==> src/rtl/tile_scan_addr_gen_if.sv <==
// Beat bus between the tiled scan generator and the feature-map read port.
// The generator owns every field except ready, which the consumer drives.
interface tile_scan_addr_gen_if #(
  parameter int AW    = 7,
  parameter int REP_W = 7,
  parameter int CH_W  = 4,
  parameter int TW    = 10
);
  logic             valid;
  logic             ready;
  logic [AW-1:0]    row;
  logic [AW-1:0]    col;
  logic [CH_W-1:0]  chan;
  logic [REP_W-1:0] rep_idx;
  logic [TW-1:0]    tile_idx;
  logic             tile_first;
  logic             last;

  modport master (
    output valid, row, col, chan, rep_idx, tile_idx, tile_first, last,
    input  ready
  );

  modport slave (
    input  valid, row, col, chan, rep_idx, tile_idx, tile_first, last,
    output ready
  );
endinterface

==> src/rtl/tile_scan_addr_gen.sv <==
// Tiled feature-map address generator: tile raster, pixel raster inside a tile,
// then channel, each (row,col,chan) held for rep beats, with valid/ready stalls.
//
// state  | meaning
// S_IDLE | waiting for start, all outputs 0
// S_RUN  | emitting beats, out_valid high, counters advance on accept
// S_DONE | one-cycle done pulse; start here launches the next scan
module tile_scan_addr_gen #(
  parameter int IMG_W = 64,
  parameter int IMG_H = 64,
  parameter int TILE  = 8,
  parameter int AW    = 7,
  parameter int REP_W = 7,
  parameter int CH_W  = 4,
  parameter int TW    = 10
) (
  input  logic             clk,
  input  logic             rst,
  input  logic             i_start,
  input  logic [REP_W-1:0] i_cfg_rep,
  input  logic [CH_W-1:0]  i_cfg_chans,
  output logic             o_busy,
  output logic             o_done,
  tile_scan_addr_gen_if.master o_scan
);

  localparam int TB_W = (TILE > 1) ? $clog2(TILE) : 1;
  localparam int TX_N = IMG_W / TILE;
  localparam int TY_N = IMG_H / TILE;
  localparam int TXW  = (TX_N > 1) ? $clog2(TX_N) : 1;
  localparam int TYW  = (TY_N > 1) ? $clog2(TY_N) : 1;
  localparam logic [TB_W-1:0] PIX_LAST = TB_W'(TILE - 1);
  localparam logic [TXW-1:0]  TX_LAST  = TXW'(TX_N - 1);
  localparam logic [TYW-1:0]  TY_LAST  = TYW'(TY_N - 1);

  typedef enum logic [1:0] {S_IDLE, S_RUN, S_DONE} state_t;

  state_t           r_state;
  logic [REP_W-1:0] r_rep_last;
  logic [CH_W-1:0]  r_chan_last;
  logic [REP_W-1:0] r_rep;
  logic [CH_W-1:0]  r_chan;
  logic [TB_W-1:0]  r_in_x;
  logic [TB_W-1:0]  r_in_y;
  logic [TXW-1:0]   r_tile_x;
  logic [TYW-1:0]   r_tile_y;
  logic [TW-1:0]    r_tile_idx;

  logic w_run, w_accept, w_last;
  logic w_rep_tc, w_chan_tc, w_x_tc, w_y_tc, w_tx_tc, w_ty_tc;

  assign w_run     = (r_state == S_RUN);
  assign w_accept  = w_run && o_scan.ready;
  assign w_rep_tc  = (r_rep == r_rep_last);
  assign w_chan_tc = (r_chan == r_chan_last);
  assign w_x_tc    = (r_in_x == PIX_LAST);
  assign w_y_tc    = (r_in_y == PIX_LAST);
  assign w_tx_tc   = (r_tile_x == TX_LAST);
  assign w_ty_tc   = (r_tile_y == TY_LAST);
  assign w_last    = w_run && w_rep_tc && w_chan_tc && w_x_tc && w_y_tc && w_tx_tc && w_ty_tc;

  // TILE is a power of two, so tile*TILE + offset is a plain concatenation.
  assign o_scan.row        = AW'({r_tile_y, r_in_y});
  assign o_scan.col        = AW'({r_tile_x, r_in_x});
  assign o_scan.chan       = r_chan;
  assign o_scan.rep_idx    = r_rep;
  assign o_scan.tile_idx   = r_tile_idx;
  assign o_scan.valid      = w_run;
  assign o_scan.last       = w_last;
  assign o_scan.tile_first = w_run && (r_rep == '0) && (r_chan == '0) &&
                             (r_in_x == '0) && (r_in_y == '0);
  assign o_busy            = w_run;
  assign o_done            = (r_state == S_DONE);

  always_ff @(posedge clk or posedge rst) begin
    if (rst) begin
      r_state     <= S_IDLE;
      r_rep_last  <= '0;
      r_chan_last <= '0;
      r_rep       <= '0;
      r_chan      <= '0;
      r_in_x      <= '0;
      r_in_y      <= '0;
      r_tile_x    <= '0;
      r_tile_y    <= '0;
      r_tile_idx  <= '0;
    end else begin
      case (r_state)
        S_IDLE, S_DONE: begin
          r_state <= S_IDLE;
          if (i_start) begin
            // Zero counts behave as one beat / one channel.
            r_rep_last  <= (i_cfg_rep == '0)   ? '0 : i_cfg_rep - REP_W'(1);
            r_chan_last <= (i_cfg_chans == '0) ? '0 : i_cfg_chans - CH_W'(1);
            r_rep       <= '0;
            r_chan      <= '0;
            r_in_x      <= '0;
            r_in_y      <= '0;
            r_tile_x    <= '0;
            r_tile_y    <= '0;
            r_tile_idx  <= '0;
            r_state     <= S_RUN;
          end
        end
        S_RUN: begin
          if (w_accept) begin
            r_rep <= w_rep_tc ? '0 : r_rep + REP_W'(1);
            if (w_rep_tc) r_chan <= w_chan_tc ? '0 : r_chan + CH_W'(1);
            if (w_rep_tc && w_chan_tc) begin
              r_in_x <= w_x_tc ? '0 : r_in_x + TB_W'(1);
              if (w_x_tc) begin
                r_in_y <= w_y_tc ? '0 : r_in_y + TB_W'(1);
                if (w_y_tc) begin
                  r_tile_x   <= w_tx_tc ? '0 : r_tile_x + TXW'(1);
                  r_tile_idx <= (w_tx_tc && w_ty_tc) ? '0 : r_tile_idx + TW'(1);
                  if (w_tx_tc) r_tile_y <= w_ty_tc ? '0 : r_tile_y + TYW'(1);
                end
              end
            end
            if (w_last) r_state <= S_DONE;
          end
        end
        default: r_state <= S_IDLE;
      endcase
    end
  end

endmodule
==> src/flat_wrapper.sv <==
// flat-port wrapper written by rule: the top's interface ports become plain ports
module tile_scan_addr_gen_flat 
#(
  parameter int IMG_W = 64,
  parameter int IMG_H = 64,
  parameter int TILE  = 8,
  parameter int AW    = 7,
  parameter int REP_W = 7,
  parameter int CH_W  = 4,
  parameter int TW    = 10
)
  (clk, rst, i_start, i_cfg_rep, i_cfg_chans, o_busy, o_done, o_scan_valid, o_scan_row, o_scan_col, o_scan_chan, o_scan_rep_idx, o_scan_tile_idx, o_scan_tile_first, o_scan_last, o_scan_ready);
  tile_scan_addr_gen_if #(.AW(AW), .REP_W(REP_W), .CH_W(CH_W), .TW(TW)) o_scan_i ();
  input  logic clk;
  input  logic rst;
  input  logic i_start;
  input  logic [REP_W-1:0] i_cfg_rep;
  input  logic [CH_W-1:0] i_cfg_chans;
  output logic o_busy;
  output logic o_done;
  output wire logic [$bits(o_scan_i.valid)-1:0] o_scan_valid;
  output wire logic [$bits(o_scan_i.row)-1:0] o_scan_row;
  output wire logic [$bits(o_scan_i.col)-1:0] o_scan_col;
  output wire logic [$bits(o_scan_i.chan)-1:0] o_scan_chan;
  output wire logic [$bits(o_scan_i.rep_idx)-1:0] o_scan_rep_idx;
  output wire logic [$bits(o_scan_i.tile_idx)-1:0] o_scan_tile_idx;
  output wire logic [$bits(o_scan_i.tile_first)-1:0] o_scan_tile_first;
  output wire logic [$bits(o_scan_i.last)-1:0] o_scan_last;
  input wire logic [$bits(o_scan_i.ready)-1:0] o_scan_ready;
  assign o_scan_valid = o_scan_i.valid;
  assign o_scan_row = o_scan_i.row;
  assign o_scan_col = o_scan_i.col;
  assign o_scan_chan = o_scan_i.chan;
  assign o_scan_rep_idx = o_scan_i.rep_idx;
  assign o_scan_tile_idx = o_scan_i.tile_idx;
  assign o_scan_tile_first = o_scan_i.tile_first;
  assign o_scan_last = o_scan_i.last;
  assign o_scan_i.ready = o_scan_ready;
  tile_scan_addr_gen #(.IMG_W(IMG_W), .IMG_H(IMG_H), .TILE(TILE), .AW(AW), .REP_W(REP_W), .CH_W(CH_W), .TW(TW)) u_core (.clk(clk), .rst(rst), .i_start(i_start), .i_cfg_rep(i_cfg_rep), .i_cfg_chans(i_cfg_chans), .o_busy(o_busy), .o_done(o_done), .o_scan(o_scan_i));
endmodule
==> config.mk <==
export PLATFORM = sky130hd
export DESIGN_NAME = tile_scan_addr_gen_flat
export DESIGN_NICKNAME = d
export VERILOG_FILES = /design/src/rtl/tile_scan_addr_gen_if.sv /design/src/rtl/tile_scan_addr_gen.sv /design/src/flat_wrapper.sv
export SDC_FILE = /design/constraint.sdc
export NUM_CORES = 1
export LEC_CHECK = 0
export ABC_AREA = 1
export BUFFER_PORTS_ARGS = -buffer_cell sky130_fd_sc_hd__buf_4
export CAP_MARGIN = 10
export CORE_ASPECT_RATIO = 0.7
export CORE_MARGIN = 2
export CORE_UTILIZATION = 50
export CTS_CLUSTER_DIAMETER = 60
export CTS_CLUSTER_SIZE = 16
export DETAILED_ROUTE_END_ITERATION = 7
export PLACE_DENSITY = 0.76
export SLEW_MARGIN = 20
export SYNTH_ARGS = -nofsm -noshare
export SYNTH_HDL_FRONTEND = slang
export SYNTH_SLANG_ARGS = --single-unit
==> constraint.sdc <==
create_clock -name clk -period 4.42 [get_ports clk]
set_clock_uncertainty 0.2 [all_clocks]
set_input_delay 0.663 -clock clk [delete_from_list [all_inputs] [get_ports clk]]
set_output_delay 0.663 -clock clk [all_outputs]
set_load 0.05 [all_outputs]
==> key figures, run 1 <==
Power and ir drop
  • P_leak: 1.895 nW
  • Clk pwr share: 21.0%
  • Part of the power in registers: 42.1%
  • Max VDD drop: 241.1 uV
  • Comb pwr share: 37.0%
  • Sw Pwr: 0.5247 mW
  • Switching Share: 41.38%
  • Pint: 0.7432 mW
  • Pwr per Cell Area: 367.8 nW/um2

STA
  • Period utilization: 70.89%
  • Final Hold Vio Count: 0
  • Post-layout min period: 3.133 ns
  • Fmax: 319.2 MHz
  • Unrepaired setup endpoints after global routing: no
  • Least-Margin Pin Slew: 0.5791 ns
  • WHS: 0.3030 ns
  • Max-slew violation count: 0
  • TNS Setup: 0 ns
  • Relative slew slack: 61.39%
  • # setup viols final: 0

CTS
  • Clk slew on worst S/H paths: 0.09 ns
  • H-tree level count: 2
  • Worst skew pair latency: 0.30 ns
  • Gates resized, CTS repair: 0
  • Total CTS buffers: 5
  • Post-CTS setup buffer count: 0
  • Clock Tree Root: clkbuf_8
  • Cts hold-fix bufs: 0
  • CTS tree: done
  • Clock sinks: 46
  • CTS max path bufs: 2

Worst setup path
  • Critical setup path kind: reg -> out
  • Startpoint types: register
  • R2R setup slack: 2.13 ns
  • Setup crit end kind: output port
  • Req. time, crit path: 3.56 ns
  • WP data arrival: 2.27 ns
  • Max Fanout on Critical Path: 8

Synth
  • Cell Area, Synth: 2940 um2
  • Number of flops mapped to enable cells by yosys: 0
  • Gate Count Post-Synth: 394
  • Synthesized flop and latch total: 46
  • Predominant post-synthesis flop cell: dfrtp_1
  • Post-synthesis sequential area ratio: 39.15%
  • Ys async rst share: 100.0%
  • Synth warn: 0
  • Mapped Avg Cell Area: 7.463 um2
  • Post-synth cell types: 36

Floorplan
  • Starting density of the core: 51.60%
  • FP Rows: 23
  • Io pins: 55
  • Die Area: 6520 um2
  • Die Y: 68.16 um
  • Core ar.: 5698 um2
  • Die extent in x: 95.66 um

Cells and area
  • Area grow syn2layout: 17.23%
  • Final Util: 60.50%
  • Finished layout cell area: 3447 um2
  • Ant diodes: 0
  • Share of cells above drive strength 1: 18.88%
  • Total Nets Final: 475

Global routing
  • First-pass GRT wire length: 11300 um
  • Initial antenna violation count: 0
  • Vias in the first global route: 2377
  • Most Crowded Layer GR: met1
  • Largest net degree at the start of global routing: 47
  • GRT Residual Overflow: 0
  • Met1 Resource Use GR: 34.30%
  • GRT Overall Usage: 22.51%
  • Met3 Track Usage GR: 3.634%
  • GR Util met2: 33.13%

Placed design
  • Gpl congestion: 0.8847
  • Area after DPL: 3356 um2
  • Hpwl dp: 5138 um
  • Buffers on Ports: 52

Status
  • Status: finished clean

Routing
  • Detail Route Antenna Nets: 0
  • DR WL/cell: 13.03 um
  • Routed vias: 2681
  • Initial DRT Pass Iterations: 4
  • Total length of routed wires: 6774 um
  • DR vias/cell: 5.156
  • 1st-iter DRT viols: 158
  • DRC errors left: 0

Hold path
  • Class of the worst hold path: in -> async

Flow run
  • Max_cap viols: 0
==> worst max-delay path, stage by stage, from the launching register on <==
cell	delay (ns)
dfrtp_1	0.40
ha_1	0.18
ha_1	0.19
nand2_1	0.20
inv_1	0.18
nand3_1	0.12
nor4_1	0.42
buf_4	0.28
==> power groups by stage <==
stage	clock, mW	combinational (mW)	sequential [mW]
floorplan	0	0.193	0.671
global placement	0	0.459	0.540
detailed placement	0	0.468	0.541
CTS	0.274	0.470	0.533
global route	0.291	0.516	0.543
finish	0.266	0.469	0.534
==> cell usage after synthesis (6+ instances only) <==
cell type  count  area [um2]
o21ai_0       12       60.06
xor2_1         6       52.55
nand4_1       13       81.33
nor3_1        10       50.05
nand2_1      123       461.7
ha_1          16       200.2
dfrtp_1       46        1151
nand3_1       27       135.1
inv_2          8       30.03
inv_1         44       165.2
nor2_1        32       120.1
o22ai_1        9       56.30
==> metrics by stage <==
step,std cells,setup WS (ns),total power [mW]
after floorplan,395,0.5832,0.8647
final,520,1.287,1.268
after CTS,520,1.302,1.277
after global routing,520,1.159,1.350
after global placement,512,1.712,0.9990
after detailed placement,512,1.667,1.009
==> kinds of logic (layout without fill, tap and decap cells) <==
logic type / after synthesis / count (layout) / share of synthesized area, %
buffers and inverters: 63 / 113 / 9.362
XOR/XNOR: 11 / 11 / 3.277
AND/OR/NAND/NOR: 224 / 224 / 34.17
other: 1 / 2 / 0.1275
flip-flops: 46 / 46 / 39.15
AO/OA/AOI/OAI: 33 / 33 / 7.107
adder cells (fa/ha/maj): 16 / 16 / 6.808
==> worst paths after layout <==
check                                 startpoint                         to  cells past startpoint
max in group asynchronous                    rst       u_core.r_rep_last[3]                      3
min in group clk           u_core.r_chan_last[3]      u_core.r_chan_last[3]                      2
max                           u_core.r_tile_y[0]                o_scan_last                      7
min                                          rst           u_core.r_in_y[2]                      3
min reg2reg                u_core.r_chan_last[3]      u_core.r_chan_last[3]                      2
max reg2reg                    u_core.r_state[0]  u_core.o_scan.tile_idx[2]                      7
==> placed cells by master (no fill, tap or decap), types with 2 or more instances in the layout <==
cell	synthesis	final
nor3_1	10	10
clkbuf_8	0	6
buf_4	4	53
inv_2	8	8
xor2_1	6	6
nor2_2	3	3
nor4_1	3	3
o21ai_0	12	12
nand2_1	123	123
o22ai_1	9	9
dfrtp_1	46	46
and3_1	2	2
conb_1	1	2
nand3_1	27	27
a21oi_1	4	4
a21oi_2	2	2
xnor2_1	5	5
nand2_4	4	4
nand4_1	13	13
ha_1	16	16
nor2_1	32	32
inv_1	44	43
nor2_4	3	3
==> sequential cells by signal, indices dropped and copies added (netlist names) <==
| signal | flops |
|---|---|
| u_core.r_tile_x | 3 |
| u_core.o_scan.chan | 4 |
| u_core.r_state | 2 |
| u_core.r_chan_last | 4 |
| u_core.r_in_y | 3 |
| u_core.o_scan.rep_idx | 7 |
| u_core.r_tile_y | 3 |
| u_core.o_scan.tile_idx | 10 |
| u_core.r_in_x | 3 |
| u_core.r_rep_last | 7 |
==> final cells by class <==
class / count / area [um2]
multi-input cells: 286 / 1518
flip-flops and latches: 46 / 1151
repair buffers: 53 / 397.9
inverters: 52 / 195.2
clock buffers: 7 / 86.33
well taps: 75 / 93.84
clock inverters: 1 / 5.005
fillers: 542 / 2251
==> metal layers <==
layer	part of all wire [%]	wire length, um
met3	7.0	477
met2	42	2813
met5	0	0
met4	1.0	68
met1	50	3414
Note: power is estimated with default switching activity, not from simulation.
==> run 2: changes to the inputs <==
PLACE_DENSITY = 0.79   (was 0.76)
clock period = 2.6 ns   (was 4.42 ns; I/O delays follow)
==> run 2 against run 1 <==
Net effect:
- sequential power up 69%
- non-clock buffer count is 7 higher
- via count rose by 2.5%
- highest routed layer unchanged
==> key figures, run 2 (same netlist as run 1, synthesis figures left out) <==
Global routing
  • First-pass GRT wire length: 11470 um (+1.5%)
  • GRT Residual Overflow: 0 (unchanged)
  • Initial antenna violation count: 0 (unchanged)
  • GRT Overall Usage: 22.53% (about the same)
  • Vias in the first global route: 2407 (+1.3%)
  • Largest net degree at the start of global routing: 47 (unchanged)

Placed design
  • Gpl congestion: 0.8437 (-4.6%)
  • Placed cells: 516 (+0.78%)
  • Buffers on Ports: 52 (unchanged)
  • Setup Slack @ Placement: 0.2996 ns (-1.367 ns)
  • Hpwl dp: 5118 um (-0.39%)

Power and ir drop
  • Max VDD drop: 524.3 uV (+120%)
  • Pwr per Cell Area: 631.3 nW/um2 (+72%)
  • P_leak: 1.940 nW (+2.4%)
  • Total Power: 2.243 mW (+77%)

Cells and area
  • Area grow syn2layout: 20.81%
  • Total Nets Final: 482 (+1.5%)
  • Max reg flops: 10 (unchanged)
  • Ant diodes: 0 (unchanged)
  • Commonest non-fill, non-tap cell in the layout: nand2_1
  • FILL cells: 529 (-2.4%)
  • Final Non-Filler Cells: 527 (+1.3%)
  • Leading cell types in the layout, fill and taps excluded: 123 x nand2_1, 59 x buf_4, 46 x dfrtp_1, 42 x inv_1, 31 x nor2_1
  • Share of cells above drive strength 1: 21.46% (+2.6 points)

Routing
  • Routed vias: 2749 (+2.5%)
  • DRC errors left: 0 (unchanged)
  • Detail Route Antenna Nets: 0 (unchanged)
  • DR vias/cell: 5.216 (+1.2%)
  • 1st-iter DRT viols: 214 (+35%)
  • DR WL/cell: 13.17 um (+1.1%)
  • Total length of routed wires: 6939 um (+2.4%)
  • Initial DRT Pass Iterations: 5 (+1)

STA
  • Max-slew violation count: 0 (unchanged)
  • Period utilization: 96.75%
  • # setup viols final: 0 (unchanged)
  • Setup ws final: 0.08442 ns (-1.202 ns)
  • Fmax: 397.5 MHz
  • Post-layout min period: 2.516 ns
  • Unrepaired setup endpoints after global routing: no
  • Final Hold Vio Count: 0 (unchanged)
  • Least-Margin Pin Slew: 0.6068 ns (+0.02770 ns)
  • Relative slew slack: 59.55% (-1.8 points)

Worst setup path
  • Slowest CP cell: dfrtp_1
  • Crit-path most repeated cell: ha_2
  • Max Fanout on Critical Path: 4 (-4)
  • WP data arrival: 1.93 ns (-0.34 ns)
  • Setup crit end kind: output port
  • Worst-path cell chain: ha_2 > ha_2 > nand2_1 > inv_2 > nand3_2 > nor4_4 > buf_6
  • Slowest Stage Delay on Critical Path: 0.41 ns (about the same)
  • Worst R2R Path Depth: 8 (+1)
  • Req. time, crit path: 2.01 ns (-1.55 ns)
  • Critical setup path kind: reg -> out
  • Startpoint types: register

Floorplan
  • Die Area: 6520 um2 (unchanged)
  • FP Rows: 23 (unchanged)
  • Starting density of the core: 51.60% (unchanged)
  • Die Y: 68.16 um (unchanged)
  • Core ar.: 5698 um2 (unchanged)
  • Die extent in x: 95.66 um (unchanged)
  • Io pins: 55 (unchanged)

CTS
  • Clock Tree Root: clkbuf_8
  • Clock sinks: 46 (unchanged)
  • Clk slew on worst S/H paths: 0.09 ns (about the same)
  • Worst skew pair latency: 0.30 ns (about the same)
  • H-tree level count: 2 (unchanged)
  • Cts hold-fix bufs: 0 (unchanged)
  • CTS tree: done
  • Total CTS buffers: 5 (unchanged)
  • CTS max path bufs: 2 (unchanged)

Flow run
  • Max_cap viols: 0 (unchanged)

Hold path
  • Class of the worst hold path: in -> async

Status
  • Status: finished clean
## run 2: cell count changes in the layout (fill, tap and decap cells not counted), sizes merged
cell / previous run / this run
bufinv: 0 / 1
buf: 53 / 60
clkinv: 2 / 1
## run 2: path summary, 6_finish.rpt
check | startpoint | end | slack [ns]
max in group asynchronous | rst | u_core.o_scan.tile_idx[7] | 1.73
setup / recovery | u_core.r_tile_y[0] | o_scan_last | 0.08
min in group clk | i_cfg_chans[0] | u_core.r_chan_last[0] | 0.09
hold / removal | rst | u_core.o_scan.tile_idx[6] | 0.03
setup reg to reg | u_core.r_in_x[0] | u_core.o_scan.tile_idx[4] | 0.47
hold reg to reg | u_core.r_chan_last[3] | u_core.r_chan_last[3] | 0.32
## run 2: worst max-delay path, delay by kind of cell (launching register included)
kind                     cells  cell delay [ns]
AND/OR/NAND/NOR              3             0.53
flip-flops                   1             0.41
adder cells (fa/ha/maj)      2             0.40
buffers and inverters        2             0.28
## run 2: through the flow
step / instance area (um2) / utilization (%) / hold WS (ns) / setup TNS (ns)
2_1_floorplan: 2957 / - / 0.2685 / -0.4035
3_3_place_gp: 3398 / 59.64 / 0.2884 / 0
3_5_place_dp: 3398 / 59.64 / 0.2975 / 0
4_1_cts: 3505 / 61.51 / 0.05952 / 0
5_1_grt: 3552 / 62.34 / 0.08317 / 0
6_report: 3552 / 62.34 / 0.03210 / 0
## run 2: timing repair
| item | 4_1_cts | 5_1_grt |
|---|---|---|
| buffers inserted | 0 | 3 |
| resized for setup | 0 | 7 |
| endpoints found under the setup margin | 1 | 1 |
| pin swaps | 1 | 1 |
## run 2: power by group
group          leakage, nW  total, mW  switching (mW)  internal, mW
Sequential           0.590      0.902           0.105         0.797
Combinational         1.30      0.814           0.560         0.254
Clock               0.0524      0.527           0.239         0.288
## run 2: layout make-up
class                      instances  area [um2]  share of cell area [%]
multi-input combinational        286        1551                   43.68
tap                               75       93.84                   2.642
clock buffer                       7       76.32                   2.149
sequential                        46        1151                   32.41
clock inverter                     1       30.03                  0.8454
timing repair buffer              60       454.2                   12.79
inverter                          52       195.2                   5.495
## run 2: per-layer routing
metal | routed length, um | part of all wire [%] | track usage, % | vias up
li1 | - | - | - | 1382
met1 | 3395 | 49 | 34.42 | 1267
met2 | 3045 | 44 | 33.22 | 94
met3 | 461 | 6.6 | 4.736 | 6
met4 | 36 | 0.52 | 3.750 | 0
met5 | 0 | 0 | 0 | -
==> run 3: changes to the inputs <==
CORE_ASPECT_RATIO = unset   (was 0.7)
==> run 3 against run 2 <==
Net effect:
- worst hold slack improved by 0.041 ns
- sequential power is essentially flat
- critical endpoint unchanged
- critical path depth unchanged
- clock power shrank 19%
- final area decreased by 0.18%
==> key figures, run 3 (same netlist as run 1, synthesis figures left out) <==
Status
  • Status: finished clean

Worst setup path
  • WP data arrival: 1.92 ns (about the same)
  • Slowest Stage Delay on Critical Path: 0.42 ns (about the same)
  • Cell family with most CP delay: simple AND/OR/NAND/NOR gates
  • Buf/Inv on CP: 2 (unchanged)
  • Worst R2R Path Depth: 8 (unchanged)
  • Number of cells on the critical path: 7 (unchanged)
  • Crit-path most repeated cell: ha_1
  • Startpoint types: register
  • Req. time, crit path: 2.01 ns (about the same)
  • Critical setup path kind: reg -> out
  • Slowest CP cell: dfrtp_1
  • Setup crit end kind: output port
  • Worst-path cell chain: ha_1 > ha_1 > inv_1 > nor2_4 > nand3_2 > nor4_4 > buf_6
  • Max Fanout on Critical Path: 4 (unchanged)

STA
  • # setup viols final: 0 (unchanged)
  • Final Hold Vio Count: 0 (unchanged)
  • Period utilization: 96.55% (-0.20 points)
  • Max-slew violation count: 0 (unchanged)
  • WHS: 0.07335 ns (+0.04125 ns)
  • Least-Margin Pin Slew: 0.9169 ns (+0.3101 ns)
  • Post-layout min period: 2.510 ns (-0.005279 ns)
  • TNS Setup: 0 ns (unchanged)
  • Relative slew slack: 38.50% (-21 points)
  • Fmax: 398.4 MHz (+0.21%)

CTS
  • CTS max path bufs: 2 (unchanged)
  • Worst skew pair latency: 0.31 ns (about the same)
  • H-tree level count: 2 (unchanged)
  • Clock sinks: 46 (unchanged)
  • Total CTS buffers: 5 (unchanged)
  • CTS tree: done
  • Clk slew on worst S/H paths: 0.09 ns (about the same)
  • Clock Tree Root: clkbuf_8

Placed design
  • Gpl congestion: 0.8576 (+1.6%)
  • Buffers on Ports: 52 (unchanged)
  • Placed cells: 513 (-0.58%)
  • Hpwl dp: 5272 um (+3.0%)

Power and ir drop
  • Pwr per Cell Area: 604.7 nW/um2 (-4.2%)
  • Max VDD drop: 419.8 uV (-20%)
  • Comb pwr share: 38.0% (+1.7 points)
  • P_leak: 1.944 nW (+0.18%)
  • Total Power: 2.144 mW (-4.4%)
  • Switching Share: 42.45% (+2.2 points)
  • Clk pwr share: 20.0% (-3.5 points)
  • Part of the power in registers: 42.0% (+1.8 points)
  • Sw Pwr: 0.9102 mW (+0.72%)
  • Pint: 1.234 mW (-7.8%)

Flow run
  • Max_cap viols: 0 (unchanged)

Cells and area
  • Final Non-Filler Cells: 524 (-0.57%)
  • Ant diodes: 0 (unchanged)
  • Leading cell types in the layout, fill and taps excluded: 123 x nand2_1, 58 x buf_4, 46 x dfrtp_1, 42 x inv_1, 31 x nor2_1
  • FILL cells: 519 (-1.9%)
  • Commonest non-fill, non-tap cell in the layout: nand2_1
  • Share of cells above drive strength 1: 21.46% (unchanged)
  • Max reg flops: 10 (unchanged)
  • Total Nets Final: 483 (+0.21%)
  • Area grow syn2layout: 20.60%

Routing
  • Total length of routed wires: 6961 um (+0.32%)
  • DR WL/cell: 13.28 um (+0.89%)
  • Detail Route Antenna Nets: 0 (unchanged)
  • 1st-iter DRT viols: 172 (-20%)
  • Met2 WL: 3302 um (+8.4%)
  • Top sig layer: met4
  • Routed vias: 2761 (+0.44%)
  • Wl on met1: 3156 um (-7.0%)
  • Met3 wire len: 396 um (-14%)
  • DRC errors left: 0 (unchanged)
  • DR vias/cell: 5.269 (+1.0%)
  • Initial DRT Pass Iterations: 5 (unchanged)

Floorplan
  • FP Rows: 27 (+17%)
  • Core ar.: 5608 um2 (-1.6%)
  • Io pins: 55 (unchanged)
  • Die Y: 80.69 um (+18%)
  • Die Area: 6510 um2 (-0.15%)
  • Die extent in x: 80.69 um (-16%)
  • Starting density of the core: 52.43% (+0.83 points)

Hold path
  • WHS Path Cells: 2
  • Class of the worst hold path: in -> reg

Global routing
  • First-pass GRT wire length: 11940 um (+4.1%)
  • GRT Residual Overflow: 0 (unchanged)
  • Largest net degree at the start of global routing: 25 (-47%)
  • Initial antenna violation count: 0 (unchanged)
  • Vias in the first global route: 2638 (+9.6%)
  • GRT Overall Usage: 23.35% (+0.82 points)
## run 3: routing by layer
layer / track usage (%) / vias to the layer above
li1: - / 1375
met1: 31.20 / 1296
met2: 38.83 / 77
met3: 3.371 / 13
met4: 7.627 / 0
met5: 0 / -
## run 3: timing repair
item / in CTS / in global routing
hold endpoints to repair: 14 / 0
endpoints found under the setup margin: 1 / 1
setup buffers: 1 / 2
gates resized for setup: 0 / 7
hold buffers: 1 / 0
pin swaps: 1 / 1
## run 3: power groups by stage
| stage | clock, mW | sequential [mW] | combinational (mW) |
|---|---|---|---|
| floorplan | 0 | 1.14 | 0.335 |
| global placement | 0 | 0.914 | 0.788 |
| detailed placement | 0 | 0.915 | 0.806 |
| CTS | 0.436 | 0.900 | 0.811 |
| global route | 0.455 | 0.915 | 0.889 |
| finish | 0.429 | 0.901 | 0.815 |
## run 3: worst reg2reg max path: stages, from the launching register on
cell	delay, ns
dfrtp_1	0.45
nand2_4	0.22
buf_4	0.24
nor2_2	0.08
a21oi_2	0.25
o21ai_2	0.13
a21oi_2	0.39
nand2_1	0.10
nand2_1	0.08
## run 3: final cells by class
| type | count | area (um2) | share of cell area (%) |
|---|---|---|---|
| Inverter | 52 | 195.2 | 5.505 |
| Multi-Input combinational cell | 286 | 1554 | 43.82 |
| Timing Repair Buffer | 61 | 476.7 | 13.44 |
| Clock buffer | 5 | 68.82 | 1.941 |
| Tap cell | 72 | 90.09 | 2.541 |
| Clock inverter | 2 | 10.01 | 0.2823 |
| Sequential cell | 46 | 1151 | 32.46 |
## run 3: through the flow
stage | util [%] | instance area [um2] | setup WS, ns
final | 63.23 | 3546 | 0.08970
after global routing | 63.23 | 3546 | -0.006328
after global placement | 60.75 | 3407 | 0.3758
after detailed placement | 60.75 | 3407 | 0.2992
after CTS | 62.47 | 3503 | 0.03935
after floorplan | - | 2957 | -0.4035
## run 3: path summary, 6_finish.rpt
| path | startpoint | endpoint | slack (ns) |
|---|---|---|---|
| worst max-delay path | u_core.r_in_y[1] | o_scan_last | 0.09 |
| worst min-delay path | i_cfg_rep[0] | u_core.r_rep_last[0] | 0.07 |
| worst max register to register | u_core.r_state[0] | u_core.o_scan.tile_idx[6] | 0.41 |
| worst min register to register | u_core.r_tile_y[2] | u_core.r_tile_y[2] | 0.32 |
| max in group asynchronous | rst | u_core.r_in_x[0] | 1.11 |
| min in group asynchronous | rst | u_core.o_scan.tile_idx[8] | 0.52 |
